**config.mk**
```make
export PLATFORM = sky130hd
export DESIGN_NAME = branch_redirect_ctrl
export DESIGN_NICKNAME = d
export VERILOG_FILES = /design/src/rtl/branch_redirect_ctrl_pkg.sv /design/src/rtl/branch_perf_counter.sv /design/src/rtl/branch_redirect_ctrl.sv
export SDC_FILE = /design/constraint.sdc
export NUM_CORES = 1
export LEC_CHECK = 0
export ABC_CLOCK_PERIOD_IN_PS = 3550
export CAP_MARGIN = 10
export CORE_UTILIZATION = 30
export DETAILED_ROUTE_END_ITERATION = 10
export SKIP_LAST_GASP = 1
export SLEW_MARGIN = 5
export SYNTH_ARGS = -nofsm -noshare
export SYNTH_HDL_FRONTEND = slang
export SYNTH_SLANG_ARGS = --single-unit
export TNS_END_PERCENT = 1
```
**constraint.sdc**
```tcl
create_clock -name clk -period 3.55 [get_ports clk]
set_input_delay 0.71 -clock clk [delete_from_list [all_inputs] [get_ports clk]]
set_output_delay 0.71 -clock clk [all_outputs]
set_load 0.03 [all_outputs]
```
**src/rtl/branch_redirect_ctrl_pkg.sv**
```systemverilog
`default_nettype none
// ============================================================================
//  Module      : branch_redirect_ctrl_pkg
//  Description : Shared types and constants for the branch redirect controller.
//  Revision    : 1.0
// ============================================================================

`ifndef ENABLE
`define ENABLE 1'b1
`endif
`ifndef DISABLE
`define DISABLE 1'b0
`endif

package branch_redirect_ctrl_pkg;

    localparam int XLEN = 32;
    localparam logic [1:0] ALIGN_MASK = 2'b00;

    typedef enum logic [1:0] {
        ST_IDLE     = 2'd0,
        ST_REDIRECT = 2'd1,
        ST_DRAIN    = 2'd2
    } state_e;

endpackage

`default_nettype wire

```
**src/rtl/branch_perf_counter.sv**
```systemverilog
`default_nettype none
// ============================================================================
//  Module      : branch_perf_counter
//  Description : Saturating up-counter with a single-cycle increment strobe.
//  Revision    : 1.0
// ============================================================================

module branch_perf_counter #(
    parameter int CNT_W = 32
) (
    input  logic             clk,
    input  logic             rst,
    input  logic             inc_i,
    output logic [CNT_W-1:0] count_o
);

    logic [CNT_W-1:0] count_q;
    logic [CNT_W-1:0] count_d;

    always_comb begin
        count_d = count_q;
        if (inc_i && (count_q != {CNT_W{1'b1}})) begin
            count_d = count_q + 1'b1;
        end
    end

    always_ff @(posedge clk or posedge rst) begin
        if (rst) begin
            count_q <= '0;
        end else begin
            count_q <= count_d;
        end
    end

    assign count_o = count_q;

endmodule

`default_nettype wire

```
**src/rtl/branch_redirect_ctrl.sv**
```systemverilog
`default_nettype none
// ============================================================================
//  Module      : branch_redirect_ctrl
//  Description : Compares resolved next PC against the fetched PC, issues a
//                held redirect on mismatch, then flushes the front end.
//                Optional perf counters: BRANCH_REDIRECT_PERF_CNT_EN.
//  Revision    : 1.0
// ============================================================================

module branch_redirect_ctrl
    import branch_redirect_ctrl_pkg::*;
#(
    parameter int FLUSH_CYCLES = 2,
    parameter int CNT_W        = 32
) (
    input  logic             clk,
    input  logic             rst,
    input  logic             ex_valid,
    input  logic             ex_is_branch,
    input  logic [31:0]      ex_irreg_pc,
    input  logic [31:0]      ex_pred_pc,
    output logic             ex_ready,
    output logic             redirect_valid,
    output logic [31:0]      redirect_pc,
    input  logic             redirect_ready,
    output logic             flush_front,
    output logic             misalign_trap,
    output logic [31:0]      misalign_addr,
    output logic [CNT_W-1:0] branch_cnt,
    output logic [CNT_W-1:0] mispred_cnt
);

    localparam logic [3:0] FLUSH_INIT = 4'(FLUSH_CYCLES);

    state_e          state_q, state_d;
    logic [3:0]      drain_q, drain_d;
    logic [XLEN-1:0] redirect_pc_q, redirect_pc_d;
    logic [XLEN-1:0] misalign_addr_q, misalign_addr_d;
    logic            misalign_trap_q, misalign_trap_d;

    logic w_resolve;
    logic w_bad;
    logic w_mis;

    assign ex_ready  = (state_q == ST_IDLE);
    assign w_resolve = ex_ready && ex_valid && ex_is_branch;
    assign w_bad     = (ex_irreg_pc[1:0] != ALIGN_MASK);
    assign w_mis     = (ex_irreg_pc != ex_pred_pc);

    always_comb begin
        state_d         = state_q;
        drain_d         = drain_q;
        redirect_pc_d   = redirect_pc_q;
        misalign_trap_d = `DISABLE;
        misalign_addr_d = misalign_addr_q;
        case (state_q)
            ST_IDLE: begin
                // Misalignment wins over mispredict: the trap unit recovers.
                if (w_resolve && w_bad) begin
                    misalign_trap_d = `ENABLE;
                    misalign_addr_d = ex_irreg_pc;
                end else if (w_resolve && w_mis) begin
                    state_d       = ST_REDIRECT;
                    redirect_pc_d = ex_irreg_pc;
                end
            end
            ST_REDIRECT: begin
                if (redirect_ready) begin
                    state_d = ST_DRAIN;
                    drain_d = FLUSH_INIT;
                end
            end
            ST_DRAIN: begin
                drain_d = drain_q - 4'd1;
                if (drain_q <= 4'd1) begin
                    state_d = ST_IDLE;
                end
            end
            default: begin
                state_d = ST_IDLE;
                drain_d = 4'd0;
            end
        endcase
    end

    always_ff @(posedge clk or posedge rst) begin
        if (rst) begin
            state_q         <= ST_IDLE;
            drain_q         <= 4'd0;
            redirect_pc_q   <= '0;
            misalign_trap_q <= 1'b0;
            misalign_addr_q <= '0;
        end else begin
            state_q         <= state_d;
            drain_q         <= drain_d;
            redirect_pc_q   <= redirect_pc_d;
            misalign_trap_q <= misalign_trap_d;
            misalign_addr_q <= misalign_addr_d;
        end
    end

    assign redirect_valid = (state_q == ST_REDIRECT);
    assign flush_front    = (state_q != ST_IDLE);
    assign redirect_pc    = redirect_pc_q;
    assign misalign_trap  = misalign_trap_q;
    assign misalign_addr  = misalign_addr_q;

`ifdef BRANCH_REDIRECT_PERF_CNT_EN
    logic w_mispred_evt;
    assign w_mispred_evt = w_resolve && !w_bad && w_mis;

    branch_perf_counter #(.CNT_W(CNT_W)) u_branch_cnt (
        .clk     (clk),
        .rst     (rst),
        .inc_i   (w_resolve),
        .count_o (branch_cnt)
    );

    branch_perf_counter #(.CNT_W(CNT_W)) u_mispred_cnt (
        .clk     (clk),
        .rst     (rst),
        .inc_i   (w_mispred_evt),
        .count_o (mispred_cnt)
    );
`else
    assign branch_cnt  = '0;
    assign mispred_cnt = '0;
`endif

endmodule

`default_nettype wire
```
-- After elaboration in Yosys (flattened, before gate mapping)
Index checks and enable logic that the tools add are counted.
- logic and storage cells: 36
- bits in latches: 0
- register bits after elaboration: 71
- bits of input ports: 69
- memories kept: 0
- output and inout port bits: 132
- ROM bits: 0
- RAM bits: 0
- divide/modulo/power cells: 0
- bitwise operators: 2
- add/subtract/negate cells: 1
- order comparisons: 1
- reductions and logical operators: 11
- shift-type cells: 0
- multiply operators: 0
- equal/unequal tests: 7
- multiplexer cells: 9
- operators by type and width (kind ; number):
    $ne A32 B32 Y1 ; 1
    $pmux W4 S3 ; 1
    $mux W2 ; 4
    $pmux W2 S3 ; 1
    $le A4 B1 Y1 const B ; 1
    $logic_and A1 B1 Y1 ; 4
    $mux W4 ; 1
    $ne A2 B1 Y1 const B ; 2
    $ne A2 B2 Y1 const B ; 2
    $reduce_and A2 Y1 ; 2
    $reduce_and A4 Y1 ; 1
    $reduce_bool A2 Y1 ; 2
    $sub A4 B1 Y4 const B ; 1
    $reduce_and A3 Y1 ; 1
    $eq A2 B1 Y1 const B ; 1
    $eq A2 B2 Y1 const B ; 1
    $logic_not A2 Y1 ; 1
    $mux W1 ; 2
    $not A1 Y1 ; 2

-- Longest topological paths before layout
Gate-level depths: netlist (run 1).
- depth in word-level cells: 7
- gate-level depth with buffers: 9

-- Worst setup path after synthesis (run 1)
OpenSTA, ideal clock, no wires.
- path type: register -> register
- from: register state_q[0]
- to: register redirect_pc_q[10] (netlist: redirect_pc[10])
- path slack: 1303 ps
- arrival: 2122 ps
- cell stages (with the launch flop): 9
- setup time: 125 ps
- path through: dfrtp_1 inv_1 ha_1 and3_1 clkbuf_1 nand2_1 a21oi_4 buf_6 mux2_4
- longest elaborated chain between the ends: 6
- elaborated cells on any way between the ends: 7
- those cells by class: 1 x bitwise; 6 x reduce/logical
- RTL lines (what ; line ; RTL):
    start: declaration ; branch_redirect_ctrl.sv:35 ; state_e state_q, state_d;
    start signal: assignment ; branch_redirect_ctrl.sv:94 ; state_q <= state_d;
    $logic_not A2 Y1 (*) ; branch_redirect_ctrl.sv:45 ; assign ex_ready = (state_q == ST_IDLE);
    net ex_ready ; branch_redirect_ctrl.sv:22 ; output logic ex_ready,
    $logic_and A1 B1 Y1 (2 in a row) ; branch_redirect_ctrl.sv:46 ; assign w_resolve = ex_ready && ex_valid && ex_is_branch;
    $logic_and A1 B1 Y1 ; branch_redirect_ctrl.sv:59 ; if (w_resolve && w_bad) begin
    $not A1 Y1 (no line) ; -- ;
    $reduce_and A3 Y1 (no line) (*) ; -- ;
    end signal: assignment ; branch_redirect_ctrl.sv:96 ; redirect_pc_q <= redirect_pc_d;
    end: declaration ; branch_redirect_ctrl.sv:37 ; logic [XLEN-1:0] redirect_pc_q, redirect_pc_d;
Mark *: on every way through the listed nets, which the timed path passes. The rest lies on a longest branch.
A chain may end at the register's enable or synchronous reset.

-- Final worst setup path (run 1)
- from: input ex_irreg_pc[0]
- to: register redirect_pc_q[2] (netlist: redirect_pc[2])
- longest elaborated chain between the ends: 4
- elaborated cells on any way between the ends: 6
- those cells by class: 1 x eq/ne; 1 x bitwise; 4 x reduce/logical
- RTL lines (what ; line ; RTL):
    start: declaration ; branch_redirect_ctrl.sv:20 ; input logic [31:0] ex_irreg_pc,
    branches (longest 3 deep; another with $ne A32 B32 Y1) ; -- ;
    $reduce_and A3 Y1 (no line) (*) ; -- ;
Mark *: on every way between the ends.

==> results of run 1 <==
critical path, cell delays in order:
cell and delay (ps):
sky130_fd_sc_hd__clkdlybuf4s50_1 520, sky130_fd_sc_hd__xnor2_1 350, sky130_fd_sc_hd__nand4_1 210, sky130_fd_sc_hd__nor4_4 530, sky130_fd_sc_hd__a21oi_4 320, sky130_fd_sc_hd__buf_12 260
sky130_fd_sc_hd__mux2_4 300
sequential cells by signal (all words and copies together) (netlist names):
| name | cells |
|---|---|
| drain_q | 4 |
| misalign_addr | 32 |
| misalign_trap | 1 |
| redirect_pc | 32 |
| state_q | 2 |
final cells by class:
class,instances,area (um2),share of cell area (%)
Clock buffer,10,239,4.29
Clock inverter,6,108,1.93
Inverter,7,26.3,0.471
Multi-Input combinational cell,282,1760,31.6
Sequential cell,71,1780,31.9
Tap cell,172,215,3.86
Timing Repair Buffer,144,1450,25.9
metal layers:
layer | track usage (%) | share of wire [%] | up-vias | wire length, um
met5 | 0 | 0 | - | 0
met1 | 19.3 | 46 | 1325 | 4460
li1 | - | - | 1355 | -
met4 | 3.90 | 0.24 | 0 | 23
met3 | 4.71 | 6.5 | 2 | 627
met2 | 24.4 | 47 | 118 | 4500
power groups by stage:
stage                     clock (W)  sequential (W)  combinational [W]
final                       0.00104         0.00142            0.00246
after global routing        0.00111         0.00147            0.00262
after CTS                   0.00107         0.00142            0.00247
after detailed placement          0         0.00142            0.00247
after global placement            0         0.00142            0.00244
after floorplan                   0         0.00206           0.000852
kinds of logic (layout without fill, tap and decap cells):
group           after synthesis  count (layout)
other cells                   1              64
compound gates               14              14
xor+xnor                     32              32
simple gates                136             136
flops                        71              71
fa+ha+maj                     6               6
mux                          30              30
buf+inv                      81             167
cells in the mapped netlist (3+ instances only):
cell type                  count  area [um2]
sky130_fd_sc_hd__buf_6         3        33.8
sky130_fd_sc_hd__xnor2_1      32         280
sky130_fd_sc_hd__nand2_1     103         387
sky130_fd_sc_hd__nand3_1       5        25.0
sky130_fd_sc_hd__inv_1         7        26.3
sky130_fd_sc_hd__nand4_1      11        68.8
sky130_fd_sc_hd__nor3_1        3        15.0
sky130_fd_sc_hd__dfrtp_1      71        1780
sky130_fd_sc_hd__o21ai_0       4        20.0
sky130_fd_sc_hd__nor2b_1       3        18.8
sky130_fd_sc_hd__clkbuf_1      7        26.3
sky130_fd_sc_hd__nor2_1        3        11.3
sky130_fd_sc_hd__ha_1          6        75.1
sky130_fd_sc_hd__buf_4        64         480
sky130_fd_sc_hd__mux2_4       28         420
cells in the final DEF (no fill, tap or decap), types with 2 or more instances in the layout:
| cell | count |
|---|---|
| sky130_fd_sc_hd__a211o_2 | 2 |
| sky130_fd_sc_hd__buf_12 | 2 |
| sky130_fd_sc_hd__buf_4 | 6 |
| sky130_fd_sc_hd__bufinv_16 | 3 |
| sky130_fd_sc_hd__clkbuf_16 | 9 |
| sky130_fd_sc_hd__clkdlybuf4s50_1 | 136 |
| sky130_fd_sc_hd__clkinv_2 | 2 |
| sky130_fd_sc_hd__conb_1 | 64 |
| sky130_fd_sc_hd__dfrtp_1 | 71 |
| sky130_fd_sc_hd__ha_1 | 6 |
| sky130_fd_sc_hd__inv_1 | 6 |
| sky130_fd_sc_hd__mux2_2 | 2 |
| sky130_fd_sc_hd__mux2_4 | 28 |
| sky130_fd_sc_hd__nand2_1 | 103 |
| sky130_fd_sc_hd__nand2b_1 | 2 |
| sky130_fd_sc_hd__nand3_1 | 5 |
| sky130_fd_sc_hd__nand4_1 | 11 |
| sky130_fd_sc_hd__nor2_1 | 3 |
| sky130_fd_sc_hd__nor2b_1 | 3 |
| sky130_fd_sc_hd__nor3_1 | 3 |
| sky130_fd_sc_hd__nor4_4 | 2 |
| sky130_fd_sc_hd__o21ai_0 | 4 |
| sky130_fd_sc_hd__o31ai_1 | 2 |
| sky130_fd_sc_hd__xnor2_1 | 32 |
final timing paths:
| kind | endpoint | slack [ps] | cells after the start | startpoint |
|---|---|---|---|---|
| max | redirect_pc[2] | 540 | 7 | ex_irreg_pc[0] |
| min | misalign_addr[24] | 470 | 2 | misalign_addr[24] |
| max reg2reg | redirect_pc[2] | 970 | 7 | state_q[0] |
| min reg2reg | misalign_addr[24] | 470 | 2 | misalign_addr[24] |
| max in group asynchronous | misalign_addr[14] | 2140 | 3 | rst |
| min in group asynchronous | redirect_pc[6] | 800 | 2 | rst |
stage by stage:
| stage | hold WS, ps | cells |
|---|---|---|
| 2_1_floorplan | 465 | 434 |
| 3_3_place_gp | 462 | 676 |
| 3_5_place_dp | 461 | 676 |
| 4_1_cts | 475 | 692 |
| 5_1_grt | 511 | 692 |
| 6_report | 470 | 692 |
==> impl_metrics.ini, run 1 <==
[placed_design]
dpl-instance-area_um2 = 5230
worst_setup_slack_before_clock_tree_synthesis_ps = 189
place.detailed.hpwl_mm = 7.52
routabilityCongestion = 0.795
io_buffer_count = 136

[synthesis]
synth.area.mux_share_pct = 11.5
ys.flop_type = sky130_fd_sc_hd__dfrtp_1
post_synth_instance_area_um2 = 3860
synth-adder-area-share_pct = 1.95
synth-seq-cells = 71
synth_enable_flop_cells = 0
synth.lib_cells_used.distinct = 31
synth_compound_gate_area_share_pct = 2.66
post_synthesis_area_per_instance_um2 = 10.4
sequential_to_total_area_share_from_yosys_stat_pct = 46.0
synth_cells = 371
yosys_warnings = 0
synth-async-reset-ratio_pct = 100
yosys.area_share.simple_pct = 15.8
synth_xor_xnor_area_share_pct = 7.26
synth_top_family_by_area = simple AND/OR/NAND/NOR gates

[clocking]
clk_latency_ps = 320
maximum_number_of_buffers_from_clock_root_to_sink = 2
clk_pin_slew_worst_paths_ps = 50
h-tree-depth = 3
cts_setup_buffers = 0
cts.root.buffer_cell = sky130_fd_sc_hd__clkbuf_16
post_cts_resized = 0
cts_sinks = 71
tritoncts = built
cts_hold_repair_buffers = 0
number_of_buffers_created_by_cts = 9

[sta]
timing.final.hold_violations = 0
timing.final.max_slew_violations = 0
setup_repair_after_global_routing_missed_its_margin = false
achievable-frequency_mhz = 332
finalClockSkew_ps = 5.91
slew_headroom_pct = 45.4
timing.setup.tns_ps = 0
final_period_minus_worst_setup_slack_ps = 3010
final_critical_path_setup_slack_ps = 542
tightestPinTransition_ps = 817
layout_worst_path_cycle_share_pct = 84.7
finalSetupViolations = 0

[detailed_routing]
drt_first_pass_iters = 4
wire_per_inst_um = 13.9
routed-via-count = 2800
detail_route.vias_per_cell = 4.05
totalWireLength_mm = 9.62
drt_iter0_drc = 101
final_antenna_net_count = 0
drt_drc_violations_left = 0

[pwr]
share_clk_of_total_power_pct = 21.1
comb_power_share_pct = 50.0
internal_power_w = 0.00296
vdd.ir_drop.worst_mv = 0.407
power_per_cell_area_nw_per_um2 = 882
p_switching_w = 0.00195
power_switching_share_pct = 39.8
pwr-share-seq_pct = 28.9
finalPower_w = 0.00492
total_leakage_power_nw = 2.58

[layout]
fin_nets = 590
drive_gt1_share_pct = 11.7
postLayoutCoreUtil_pct = 44.4
area_delta_synth_final_pct = 44.5
fillerInstances = 1218
final_design_area_no_fill_um2 = 5570
diodes = 0

[die]
die-width_um = 115
die_h_um = 115
io_pins = 201
core_region_area_um2 = 12600
placement_rows = 41
start_util_pct = 30.7
design.die.area_um2 = 13300

[setup_path]
critical_path_peak_fanout = 17
end_kind = register
worst-endpoint-required_ps = 3750
startpoint_type = input pin
path_class = input pin to register
critical_path_data_arrival_time_ps = 3210

[global_route]
grt_start_max_net_pins = 30
global_route_wire_length_before_repair_mm = 15.1
grt-ovfl-total = 0
first_global_vias = 2858
antenna_violations_before_repair = 0
grt_util_all_layers_pct = 15.0

[status]
status = complete, no violations

[min_path]
worst_hold_path_type = register to register

[job]
cap_viol_max_count = 0
Note: power is estimated with default switching activity, not from simulation.
==> inputs of run 2 (changes only) <==
--- a/config.mk
+++ b/config.mk
@@ -5,7 +5,7 @@
 export SDC_FILE = /design/constraint.sdc
 export NUM_CORES = 1
 export LEC_CHECK = 0
-export ABC_CLOCK_PERIOD_IN_PS = 3550
+export ABC_CLOCK_PERIOD_IN_PS = 3030
 export CAP_MARGIN = 10
 export CORE_UTILIZATION = 30
 export DETAILED_ROUTE_END_ITERATION = 10
==> constraint.sdc (replaced) <==
create_clock -name clk -period 3.03 [get_ports clk]
set_input_delay 0.606 -clock clk [delete_from_list [all_inputs] [get_ports clk]]
set_output_delay 0.606 -clock clk [all_outputs]
set_load 0.03 [all_outputs]
==> impl_metrics.ini, run 2 (same netlist as run 1, synthesis figures left out) <==
[sta]
achievable-frequency_mhz = 383
finalSetupViolations = 0
slew_headroom_pct = 47.6
setup_repair_after_global_routing_missed_its_margin = false
timing.final.hold_violations = 0
timing.final.max_slew_violations = 0
final_critical_path_setup_slack_ps = 418
finalClockSkew_ps = 3.64
tightestPinTransition_ps = 785
final_period_minus_worst_setup_slack_ps = 2610
layout_worst_path_cycle_share_pct = 86.2
timing.setup.tns_ps = 0

[layout]
fillerInstances = 1221
layout_common_cells = sky130_fd_sc_hd__clkdlybuf4s50_1, sky130_fd_sc_hd__nand2_1, sky130_fd_sc_hd__dfrtp_1
mostFrequentLayoutCell = sky130_fd_sc_hd__clkdlybuf4s50_1
area_delta_synth_final_pct = 42.7
fin_nets = 592
diodes = 0
layout.area.seq_um2 = 1780
drive_gt1_share_pct = 11.9
multi_input_comb_area_um2 = 1760

[detailed_routing]
totalWireLength_mm = 9.88
routed-via-count = 2851
drt_drc_violations_left = 0
detail_route.vias_per_cell = 4.11
wire_per_inst_um = 14.2
drt_iter0_drc = 100
final_antenna_net_count = 0
drt_first_pass_iters = 5

[setup_path]
timing.critical_path.from = state_q[0]
regToRegStartpoint = state_q[0]
crit_path_cell_trace = inv_1 > ha_1 > inv_1 > clkdlybuf4s50_1
critical-path-max-stage-delay_ps = 700
critical_path_peak_fanout = 7
critical_path_data_arrival_time_ps = 2010
end_kind = output port
worst-endpoint-required_ps = 2420
worst_path_most_repeated_cell = sky130_fd_sc_hd__inv_1
cell_type_of_the_slowest_stage_on_the_worst_timing_path = sky130_fd_sc_hd__clkdlybuf4s50_1
path_class = register to output port
cp.buffers_inverters = 3
startpoint_type = register
critical-path-top-delay-family = buffers and inverters

[clocking]
maximum_number_of_buffers_from_clock_root_to_sink = 2
h-tree-depth = 3
post_cts_resized = 0
tritoncts = built
cts_sinks = 71
number_of_buffers_created_by_cts = 9
cts.root.buffer_cell = sky130_fd_sc_hd__clkbuf_16
clk_pin_slew_worst_paths_ps = 50
clk_latency_ps = 330
cts_setup_buffers = 0
cts_hold_repair_buffers = 0

[global_route]
global_route_wire_length_before_repair_mm = 15.1
grt_util_all_layers_pct = 15.2
grt-ovfl-total = 0
first_global_vias = 2803
grt_start_max_net_pins = 38
antenna_violations_before_repair = 0

[pwr]
total_leakage_power_nw = 2.56
share_clk_of_total_power_pct = 17.7
p_switching_w = 0.00229
pwr-share-seq_pct = 30.3
vdd.ir_drop.worst_mv = 0.556
comb_power_share_pct = 52.1
power_per_cell_area_nw_per_um2 = 1000
power_switching_share_pct = 41.5
internal_power_w = 0.00324

[die]
start_util_pct = 30.7
core_region_area_um2 = 12600
design.die.area_um2 = 13300
io_pins = 201
placement_rows = 41
die_h_um = 115
die-width_um = 115

[job]
cap_viol_max_count = 0

[placed_design]
routabilityCongestion = 0.795
io_buffer_count = 136
place.detailed.hpwl_mm = 7.50
worst_setup_slack_before_clock_tree_synthesis_ps = 115

[min_path]
hp-start = misalign_addr[30]
worst_hold_path_type = register to register

[status]
status = complete, no violations
[run 2: layer usage]
layer | vias up | share of wire, % | global-route usage, %
li1 | 1367 | - | -
met1 | 1334 | 44 | 19.2
met2 | 137 | 47 | 24.4
met3 | 13 | 7.2 | 4.45
met4 | 0 | 1.5 | 6.15
met5 | - | 0 | 0
[run 2: cell type report]
| type | count | area share, % |
|---|---|---|
| clock buffer | 12 | 4.66 |
| tap | 172 | 3.91 |
| sequential | 71 | 32.3 |
| multi-input combinational | 282 | 32.0 |
| clock inverter | 4 | 0.364 |
| timing repair buffer | 146 | 26.3 |
| inverter | 7 | 0.477 |
[run 2: tightest hold or removal path, delay by kind of cell, from the launching register on]
| family | cells | cell delay, ps |
|---|---|---|
| DFF | 1 | 340 |
| and+or+nand+nor | 2 | 100 |
[run 2: power groups by stage]
| stage | Combinational, W | Clock, W | Sequential [W] |
|---|---|---|---|
| 2_1_floorplan | 0.000998 | 0 | 0.00242 |
| 3_3_place_gp | 0.00285 | 0 | 0.00167 |
| 3_5_place_dp | 0.00289 | 0 | 0.00168 |
| 4_1_cts | 0.00290 | 0.00101 | 0.00168 |
| 5_1_grt | 0.00306 | 0.00105 | 0.00173 |
| 6_report | 0.00288 | 0.000976 | 0.00167 |
[run 2: final timing paths]
check                               endpoint  slack, ps  cells after the start
max                              flush_front        420                      4
min                        misalign_addr[30]        480                      2
max reg2reg                  redirect_pc[28]        860                      7
min reg2reg                misalign_addr[30]        480                      2
max in group asynchronous     redirect_pc[0]       1600                      3
min in group asynchronous  misalign_addr[30]        750                      2
[run 2: metrics by stage]
step	util [%]	hold slack, ps	std cells	instance area [um2]	total power [W]
2_1_floorplan	-	465	434	4100	0.00342
3_3_place_gp	41.6	460	678	5230	0.00452
3_5_place_dp	41.6	467	678	5230	0.00457
4_1_cts	43.8	481	694	5510	0.00559
5_1_grt	43.8	508	694	5510	0.00584
6_report	43.8	479	694	5510	0.00553
